==> config.mk <==
export PLATFORM = sky130hd
export DESIGN_NAME = data_pipe
export DESIGN_NICKNAME = d
export VERILOG_FILES = /design/src/rtl/data_pipe.sv
export SDC_FILE = /design/constraint.sdc
export NUM_CORES = 1
export LEC_CHECK = 0
export BUFFER_PORTS_ARGS = -buffer_cell sky130_fd_sc_hd__buf_2
export CORE_MARGIN = 2
export CORE_UTILIZATION = 53
export CTS_CLUSTER_SIZE = 28
export DETAILED_ROUTE_END_ITERATION = 8
export PLACE_DENSITY = 0.81
export SYNTH_ARGS = -nofsm -noshare
export SYNTH_HDL_FRONTEND = slang
export SYNTH_SLANG_ARGS = --single-unit
==> constraint.sdc <==
create_clock -name clk -period 2.55 [get_ports clk]
set_clock_uncertainty 0.2 [all_clocks]
set_input_delay 0.1275 -clock clk [delete_from_list [all_inputs] [get_ports clk]]
set_output_delay 0.1275 -clock clk [all_outputs]
set_load 0.05 [all_outputs]
==> src/rtl/data_pipe.sv <==
// data_pipe: elastic valid/ready pipeline of DEPTH register stages with
// bubble collapsing, synchronous flush and a registered occupancy count.
module data_pipe #(
  parameter int WIDTH = 32,
  parameter int DEPTH = 2,
  parameter logic [WIDTH-1:0] RESET_VALUE = '0
) (
  input  logic                       clk,
  input  logic                       rst,
  input  logic                       flush,
  input  logic                       in_valid,
  output logic                       in_ready,
  input  logic [WIDTH-1:0]           data_in,
  output logic                       out_valid,
  input  logic                       out_ready,
  output logic [WIDTH-1:0]           data_out,
  output logic [$clog2(DEPTH+1)-1:0] count
);
  localparam int CW = $clog2(DEPTH+1);
  logic [DEPTH-1:0] v_q, v_d, accept;
  logic [WIDTH-1:0] d_q [DEPTH];
  logic [WIDTH-1:0] d_d [DEPTH];
  logic [CW-1:0]    count_q, count_d;
  logic             acc, in_xfer, out_xfer;
  // A stage accepts when it or any stage downstream of it is empty, or the consumer drains.
  always_comb begin
    acc = out_ready;
    accept = '0;
    for (int k = DEPTH - 1; k >= 0; k--) begin
      acc = ~v_q[k] | acc;
      accept[k] = acc;
    end
  end
  assign in_ready  = accept[0] & ~flush & ~rst;
  assign in_xfer   = in_valid & in_ready;
  assign out_xfer  = v_q[DEPTH-1] & out_ready;
  assign out_valid = v_q[DEPTH-1];
  assign data_out  = d_q[DEPTH-1];
  assign count     = count_q;
  always_comb begin
    v_d = v_q;
    d_d = d_q;
    if (accept[0]) v_d[0] = in_xfer;
    if (in_xfer) d_d[0] = data_in;
    for (int k = 1; k < DEPTH; k++) begin
      if (accept[k]) v_d[k] = v_q[k-1];
      if (accept[k] && v_q[k-1]) d_d[k] = d_q[k-1];
    end
    if (flush) v_d = '0;
    count_d = flush ? '0 : count_q + CW'(in_xfer) - CW'(out_xfer);
  end
  always_ff @(posedge clk or posedge rst) begin
    if (rst) begin
      v_q <= '0;
      count_q <= '0;
      for (int k = 0; k < DEPTH; k++) d_q[k] <= RESET_VALUE;
    end else begin
      v_q <= v_d;
      count_q <= count_d;
      for (int k = 0; k < DEPTH; k++) d_q[k] <= d_d[k];
    end
  end
endmodule

# Word level (Yosys, flattened, before mapping)
# Cells that the tools add are included.
dict set report classes {
  n_addsub 2
  muxes 4
  n_bitwise 10
  n_reduce_logical 3
}
# op n
set op_table {}
lappend op_table {{1-bit AND} 4}
lappend op_table {{2-bit 2-to-1 mux} 2}
lappend op_table {{1-bit inverter} 4}
lappend op_table {{2-bit nonzero test} 2}
lappend op_table {{2-bit by 1-bit adder with 2-bit output} 1}
lappend op_table {{1-bit 2-to-1 mux} 2}
lappend op_table {{1-bit OR} 2}
lappend op_table {{2-bit by 1-bit subtractor with 2-bit output} 1}
lappend op_table {{1-bit logical AND} 1}
dict set report word_totals {
  reg_bits 68
  inputBits 37
  out_inout_bits 36
  word_cells 24
}

# Depth between registers and ports, before layout
# Gate-level depths: netlist of the first run.
dict set report depth {
  depth_word 9
  ltp_mapped 8
  ltp_nobuf 7
}

# Worst setup path before layout of the first run
# OpenSTA, ideal clock, no wires.
dict set report synth_timing {
  kind {reg-to-reg}
  from {reg v_q[1]}
  to {reg count_q[0], in the netlist count[0]}
  setup_ns 0.118
  t_arrival_ns 1.802
  t_required_ns 2.232
  path_slack_ns 0.430
  path_stages_with_launch 8
  n_path_buf 1
  period_less_slack_ns 2.120
  path_cell_list {dfrtp_1 nand3b_1 nand3_2 buf_6 ha_1 inv_1 ha_1 nor2b_1}
}
dict set report synth_between {
  elab_chain_len 9
  word_cells_on_any_way 10
  classes_between {add/sub: 2; mux: 1; bitwise: 7}
}
# element line_no
set synth_rtl {}
lappend synth_rtl {{from (decl)} 20} ;# logic [DEPTH-1:0] v_q, v_d, accept;
lappend synth_rtl {{from (signal assigned)} 58} ;# v_q <= v_d;
lappend synth_rtl {{1-bit inverter} 30} ;# acc = ~v_q[k] | acc;
lappend synth_rtl {{1-bit OR (2 in series)} 30}
lappend synth_rtl {{1-bit AND (2 in series)} 34} ;# assign in_ready = accept[0] & ~flush & ~rst;
lappend synth_rtl {{1-bit AND} 35} ;# assign in_xfer = in_valid & in_ready;
lappend synth_rtl {{2-bit by 1-bit adder with 2-bit output} 50} ;# count_d = flush ? '0 : count_q + CW'(in_xfer) - CW'(out_xfer);
lappend synth_rtl {{2-bit by 1-bit subtractor with 2-bit output (*)} 50}
lappend synth_rtl {{2-bit 2-to-1 mux (*)} 50}
lappend synth_rtl {{named net count_d[0]} 23} ;# logic [CW-1:0] count_q, count_d;
lappend synth_rtl {{to (signal assigned)} 59} ;# count_q <= count_d;
lappend synth_rtl {{to (decl)} 23}
# Mark *: on every way through the listed nets, which the timed path passes. The rest lies on a longest branch.
# A chain may end at the register's enable or synchronous reset.

# Worst setup path in the final report of the first run
dict set report layout_timing {
  from {in out_ready}
  to {reg d_q, in the netlist data_out[9]}
}
dict set report layout_between {
  elab_chain_len 2
}
# element line_no
set layout_rtl {}
lappend layout_rtl {{from (decl)} 15} ;# input logic out_ready,
lappend layout_rtl {{1-bit OR} 30}
lappend layout_rtl {{1-bit logical AND} 47} ;# if (accept[k] && v_q[k-1]) d_d[k] = d_q[k-1];
lappend layout_rtl {{to (decl)} 21} ;# logic [WIDTH-1:0] d_q [DEPTH];
# Every way passes these cells.

==> results.md, run 1 <==
* Sequential element share of the synthesized area at 55.4%
* Final cycle utilization of the critical path at 78.4%
* Tot Pwr at 0.00393 W
* H-tree levels at 3
* DR vias at 1660
* Pleak at 2.04 nW
* Core area at 5540 um2
* Hold worst-path end: v_q[0]
* Largest vdd supply drop at 0.565 mV
* Synth Area in Simple Gates at 2.08%
* First-pass GRT wire length at 8.32 mm
* Share of cells above drive strength 1 at 56.7%
* CTS clk-pin slew, worst paths at 70 ps
* Overflow after GRT at 0
* Total Neg Setup Slack at 0 ps
* Hold Path Class: input pin to flip-flop
* GRT Overall Usage at 17.7%
* Crit Path Class: input pin to flip-flop
* CP max FO at 20
* Wire per inst at 14.8 um
* CTS tree: built
* Critical Path End Type: flip-flop
* Detailed-route DRC error count at 0
* Post-Syn Area per Cell at 16.3 um2
* Sink Count at 68
* Nets at 311
* Synth Area in Compound Gates at 0.163%
* Post-DP HPWL at 3.35 mm
* DR iter-0 viols at 62
* Finished Cell Area at 3870 um2
* R2r worst-path depth at 4
* Hold Path Origin: in_valid
* Hold Fails Final Rpt at 0
* Die Ht at 80.1 um
* Ant. Diodes at 0
* Initial Util at 55.4%
* Port Buffers at 72
* Largest net degree at the start of global routing at 48
* Routed Antenna Nets at 0
* Worst-case clock buffer depth at 2
* Die width at 80.1 um
* Post-Synth Adder-Cell Area at 0.815%
* Placed Area at 3270 um2
* Critical Path Slowest Stage Cell: dlygate4sd3_1
* Worst path max stage delay at 550 ps
* Post-synth top area cell: dfrtp_1
* Synthesis Warnings at 0
* Routability-driven placement congestion ratio at 0.641
* Hold Path Depth at 4
* I/O Pins at 73
* Row count at 27
* Netlist cell types at 18
* Crit path max-delay family: buffers and inverters
* Startpoint types: input pin
* Clk Latency, worst-skew pair at 340 ps
* Root Driver: clkbuf_8
* Status: completed
* Fill cells at 387
* Post-CTS Setup Repair Bufs at 0
* Flop2flop setup slack at 620 ps
* Mapped Cells at 189
* Post-Syn Nets at 228
* CTS Buf Count at 9
* F_max at 500 MHz
* Final setup violation count at 0
* CP Data Required Time at 2570 ps
* Power Density at 1020 nW/um2
* Multi-input combinational cell area at 1050 um2
* Slew @ Worst Pin at 505 ps
* Main combinational cell family by area after synthesis: multiplexers
* Synth Cell Area at 3070 um2
* Register area at 1700 um2
* Vias in the first global route at 1659
* Maxcap violations at 0
* Worst R2R Start: v_q[1]
* Detailed Routing Iterations Pass 1 at 2
* Yosys reg bits at 68
* Top cells by area, synth: dfrtp_1 (55%), mux2_4 (28%), buf_4 (7.8%)
* Slew headroom at 66.3%
* RSZ-0062 raised after global routing: false
* RR Endpoint: data_out[9]
* CP Data Arrival Time at 2020 ps
* Mux cell area share after synthesis at 30.5%
* Post-Synth XOR/XNOR Area at 0.570%
* Worst Path Buf+Inv at 3
* Initial antenna violation count at 0
* Area delta synth->final at 25.9%
* Drt via density at 4.76
* Post-Route WL at 5.18 mm
* Die Area at 6420 um2
* Fin crit period at 2000 ps
* Slew Viols, Final at 0
* CP Cell Sequence: dlygate4sd3_1 -> buf_2 -> nor2b_1 -> nand2b_2 -> buf_12 -> mux2_1
* Area share of the largest cell type after synthesis at 55.4%
layout by cell type, fill, tap and decap left out:
cell type,count
nand2b_2,1
clkinvlp_4,1
nand3b_1,1
and2_1,2
dlygate4sd3_1,35
bufinv_16,3
xor2_1,1
buf_2,72
nor2_1,4
nand3_2,1
ha_1,2
nor2b_1,2
clkbuf_8,10
clkinv_4,1
buf_12,2
clkinv_2,1
dfrtp_1,68
mux2_1,2
inv_1,1
buf_4,2
xnor2_1,1
mux2_2,4
o21ai_0,1
mux2_4,58
inv_2,1
worst min-delay path, stage by stage:
cell	delay (ps)
buf_2	90
nand3_2	80
buf_4	230
o21ai_0	90
area by class of cell:
class	count	share of cell area [%]
tap	72	2.33
timing repair buffer	111	19.8
multi-input combinational	80	27.2
sequential	68	44.0
inverter	2	0.194
clock buffer	10	3.56
clock inverter	6	2.88
cells in the mapped netlist, drive strengths merged:
library cell / instances
dfrtp: 68
inv: 2
nor2b: 2
buf: 39
nand3: 1
nor2: 4
xor2: 1
xnor2: 1
ha: 2
nand2b: 1
and2: 2
nand3b: 1
mux2: 64
o21ai: 1
how the worst max path moves through the flow:
| stage | start | to | slack (ps) | cells after the start |
|---|---|---|---|---|
| 2_1_floorplan | v_q[1] | count[0] | 430 | 7 |
| 3_3_place_gp | v_q[1] | data_out[9] | 680 | 4 |
| 3_5_place_dp | v_q[1] | data_out[9] | 600 | 4 |
| 4_1_cts | out_ready | data_out[9] | 550 | 6 |
| 5_1_grt | out_ready | data_out[9] | 490 | 6 |
| 6_report | out_ready | data_out[9] | 550 | 6 |
through the flow:
stage | setup WS, ps | hold slack (ps) | utilization [%] | cells
after floorplan | 430 | -6.86 | - | 189
after global placement | 679 | -15.2 | 59.0 | 298
after detailed placement | 601 | -14.5 | 59.0 | 298
after CTS | 551 | 119 | 69.8 | 349
after global routing | 495 | 166 | 69.8 | 349
final | 551 | 126 | 69.8 | 349
what timing repair did:
| item | CTS | global route |
|---|---|---|
| hold endpoints to repair | 57 | 0 |
| gates resized for setup | 0 | 0 |
| endpoints found under the setup margin | 0 | 0 |
| hold buffers | 35 | 0 |
registers in the layout, summed over array words and instances (netlist names):
name,flops
data_out,32
d_q,32
count,2
v_q,2
report_power, final:
group / internal [W] / leakage, nW / switching, W / total [W]
clock network: 0.000676 / 0.122 / 0.000408 / 0.00108
logic: 0.000522 / 1.10 / 0.000823 / 0.00134
registers: 0.00135 / 0.817 / 0.000156 / 0.00150
total: 0.00255 / 2.04 / 0.00139 / 0.00393
logic make-up after synthesis:
kind of cell             Yosys count
AO/OA/AOI/OAI                      1
XOR/XNOR                           2
adder cells (fa/ha/maj)            2
buffers and inverters             41
flip-flops                        68
multiplexers                      64
AND/OR/NAND/NOR                   11
per-layer routing:
layer	up-vias	wire length, um	share of wire, %	GRT usage, %
met5	-	0	0	0
met4	0	95	1.8	7.12
met3	9	246	4.8	5.84
met2	46	2450	47	26.3
met1	835	2390	46	24.2
li1	770	-	-	-
(Power assumes the default switching activity.)
==> inputs of run 2 (changes only) <==
--- a/config.mk
+++ b/config.mk
@@ -5,6 +5,7 @@
 export SDC_FILE = /design/constraint.sdc
 export NUM_CORES = 1
 export LEC_CHECK = 0
+export ABC_AREA = 1
 export BUFFER_PORTS_ARGS = -buffer_cell sky130_fd_sc_hd__buf_2
 export CORE_MARGIN = 2
 export CORE_UTILIZATION = 53
==> constraint.sdc (replaced) <==
create_clock -name clk -period 2.1 [get_ports clk]
set_clock_uncertainty 0.2 [all_clocks]
set_input_delay 0.105 -clock clk [delete_from_list [all_inputs] [get_ports clk]]
set_output_delay 0.105 -clock clk [all_outputs]
set_load 0.05 [all_outputs]
==> results.md, run 2 <==
* Status: completed
* Sw power at 0.00134 W
* Post-Synth Adder-Cell Area at 0.811%
* Hold Path Class: input pin to async pin
* Most used DFF post-synth: dfrtp_1
* Post-Syn Nets at 382
* RSZ-0062 raised after global routing: false
* Crit Path Class: input pin to output port
* Initial antenna violation count at 0
* Die Area at 6450 um2
* Synthesis Warnings at 0
* Routed Antenna Nets at 0
* Synth Area in Compound Gates at 0.487%
* Slew @ Worst Pin at 368 ps
* F_max at 513 MHz
* Overflow after GRT at 0
* Post-Syn Area per Cell at 8.99 um2
* Pleak at 2.10 nW
* Root Driver: clkbuf_8
* Final setup violation count at 0
* Netlist cell types at 17
* CTS tree: built
* Final cycle utilization of the critical path at 92.9%
* Post-DP HPWL at 4.01 mm
* Sink Count at 68
* Main combinational cell family by area after synthesis: simple AND/OR/NAND/NOR gates
* Slew Viols, Final at 0
* Fin cells at 491
* Mapped Cells at 343
* Power Density at 989 nW/um2
* Detailed Routing Iterations Pass 1 at 4
* Share of cells above drive strength 1 at 23.6%
* Fill cells at 447
* Placed Area at 3250 um2
* Post-CTS Setup Repair Bufs at 0
* Switching Share at 35.9%
* Startpoint types: input pin
* Vias in the first global route at 2479
* CP max FO at 33
* R2r worst-path depth at 8
* Area delta synth->final at 22.4%
* Clock power share at 27.4%
* Ant. Diodes at 0
* Cell total after placement at 442
* DR iter-0 viols at 366
* Post-Route WL at 6.93 mm
* Synth Cell Area at 3080 um2
* Combinational share of power at 27.9%
* H-tree levels at 3
* Internal power at 0.00239 W
* Clk Latency, worst-skew pair at 330 ps
* Most common cell after layout, fill and taps aside: nand2_1
* Yosys reg bits at 68
* Die width at 80.3 um
* Total Neg Setup Slack at 0 ps
* Commonest cells after routing, fill and taps aside: nand2_1 (135), buf_2 (72), dfrtp_1 (68)
* EDFF count, synth at 0
* Commonest cells post-synth: nand2_1 (135), dfrtp_1 (68), buf_4 (35)
* CP Data Required Time at 1790 ps
* Routability-driven placement congestion ratio at 0.760
* I/O Pins at 73
* Largest net degree at the start of global routing at 55
* Maxcap violations at 0
* CP Data Arrival Time at 1650 ps
* Nets at 454
* Drt via density at 5.17
* Synth Area in Simple Gates at 30.2%
* Core area at 5570 um2
* Critical Path End Type: output port
* GRT Overall Usage at 23.0%
* Row count at 27
* First-pass GRT wire length at 11.2 mm
* Area share of the largest cell type after synthesis at 55.2%
* Ys async rst share at 100%
* Post-synth top area cell: dfrtp_1
* Finished Cell Area at 3770 um2
* Top cells by area, synth: dfrtp_1 (55%), nand2_1 (16%), buf_4 (8.5%)
* Initial Util at 55.3%
* Fin crit period at 1950 ps
* Largest vdd supply drop at 0.613 mV
* Hold Fails Final Rpt at 0
* Worst-case clock buffer depth at 2
* CTS Buf Count at 9
* Flop2flop setup slack at 520 ps
* Post-Synth XOR/XNOR Area at 0%
* Sequential element share of the synthesized area at 55.2%
* Wire per inst at 14.1 um
* CTS clk-pin slew, worst paths at 70 ps
* Port Buffers at 72
* DR vias at 2537
* Slew headroom at 75.5%
* Flop pwr share at 44.7%
* Die Ht at 80.3 um
* Detailed-route DRC error count at 0
* Mux cell area share after synthesis at 0%
* Most frequent cell after synthesis: nand2_1
## run 2: changes by cell type in the layout (fill, tap and decap cells not counted), moves of 3 or more
cell      previous run  this run
buf_4                2         8
nand3_1              0        33
clkbuf_1             0         3
inv_1                1         8
nand4_1              0        32
mux2_4              58         0
mux2_2               4         0
nand2_1              0       135
## run 2: power by group through the flow
stage	clock network (W)	registers (W)	logic, W
after detailed placement	0	0.00169	0.000993
after global routing	0.00110	0.00169	0.00112
after floorplan	0	0.00167	0.000952
after global placement	0	0.00168	0.000978
after CTS	0.00104	0.00167	0.00104
final	0.00102	0.00167	0.00104
## run 2: worst paths after layout
kind / startpoint / endpoint
max in group asynchronous: rst / d_q[61]
setup reg to reg: v_q[1] / count[1]
min in group clk: in_valid / d_q[62]
hold / removal: rst / v_q[1]
hold reg to reg: data_out[6] / data_out[6]
setup / recovery: flush / in_ready
## run 2: worst max-delay path: stages
cell and delay [ps]:
dlygate4sd3_1 520, buf_2 150, nor2_4 150, buf_6 270, nand2_1 100, inv_1 80
buf_2 260
## run 2: through the flow
step                      setup WS [ps]  power [W]  utilization, %  hold slack [ps]
final                               150    0.00373            67.7              115
after global routing               70.1    0.00392            67.7              147
after CTS                           120    0.00375            67.6              119
after detailed placement            544    0.00268            58.2            -74.4
after global placement              572    0.00266            58.2            -82.8
after floorplan                    83.5    0.00262               -            -29.8
## run 2: kinds of logic (layout without fill, tap and decap cells)
group | after synthesis | count (layout)
AOI/OAI and AO/OA | 3 | 3
adders and majority gates | 2 | 2
and+or+nand+nor | 206 | 206
buffers and inverters | 64 | 140
DFF | 68 | 68
## run 2: layout make-up
type | instances | area, um2 | area share, %
Sequential cell | 68 | 1700 | 45.1
Clock buffer | 13 | 149 | 3.95
Clock inverter | 2 | 35.0 | 0.928
Timing Repair Buffer | 116 | 792 | 21.0
Tap cell | 72 | 90.1 | 2.39
Inverter | 9 | 33.8 | 0.895
Multi-Input combinational cell | 211 | 972 | 25.8
## run 2: layer usage
metal | share of wire (%) | vias to the layer above | global-route usage (%)
met5 | 0 | - | 0
met3 | 5.6 | 25 | 4.16
met4 | 3.6 | 0 | 13.2
met2 | 50 | 103 | 38.2
li1 | - | 1226 | -
met1 | 41 | 1183 | 28.3
## run 2: what timing repair did
item / in CTS / in global routing
hold endpoints to repair: 104 / 0
gates resized for setup: 0 / 1
hold buffers: 34 / 0
setup endpoints to repair: 0 / 1
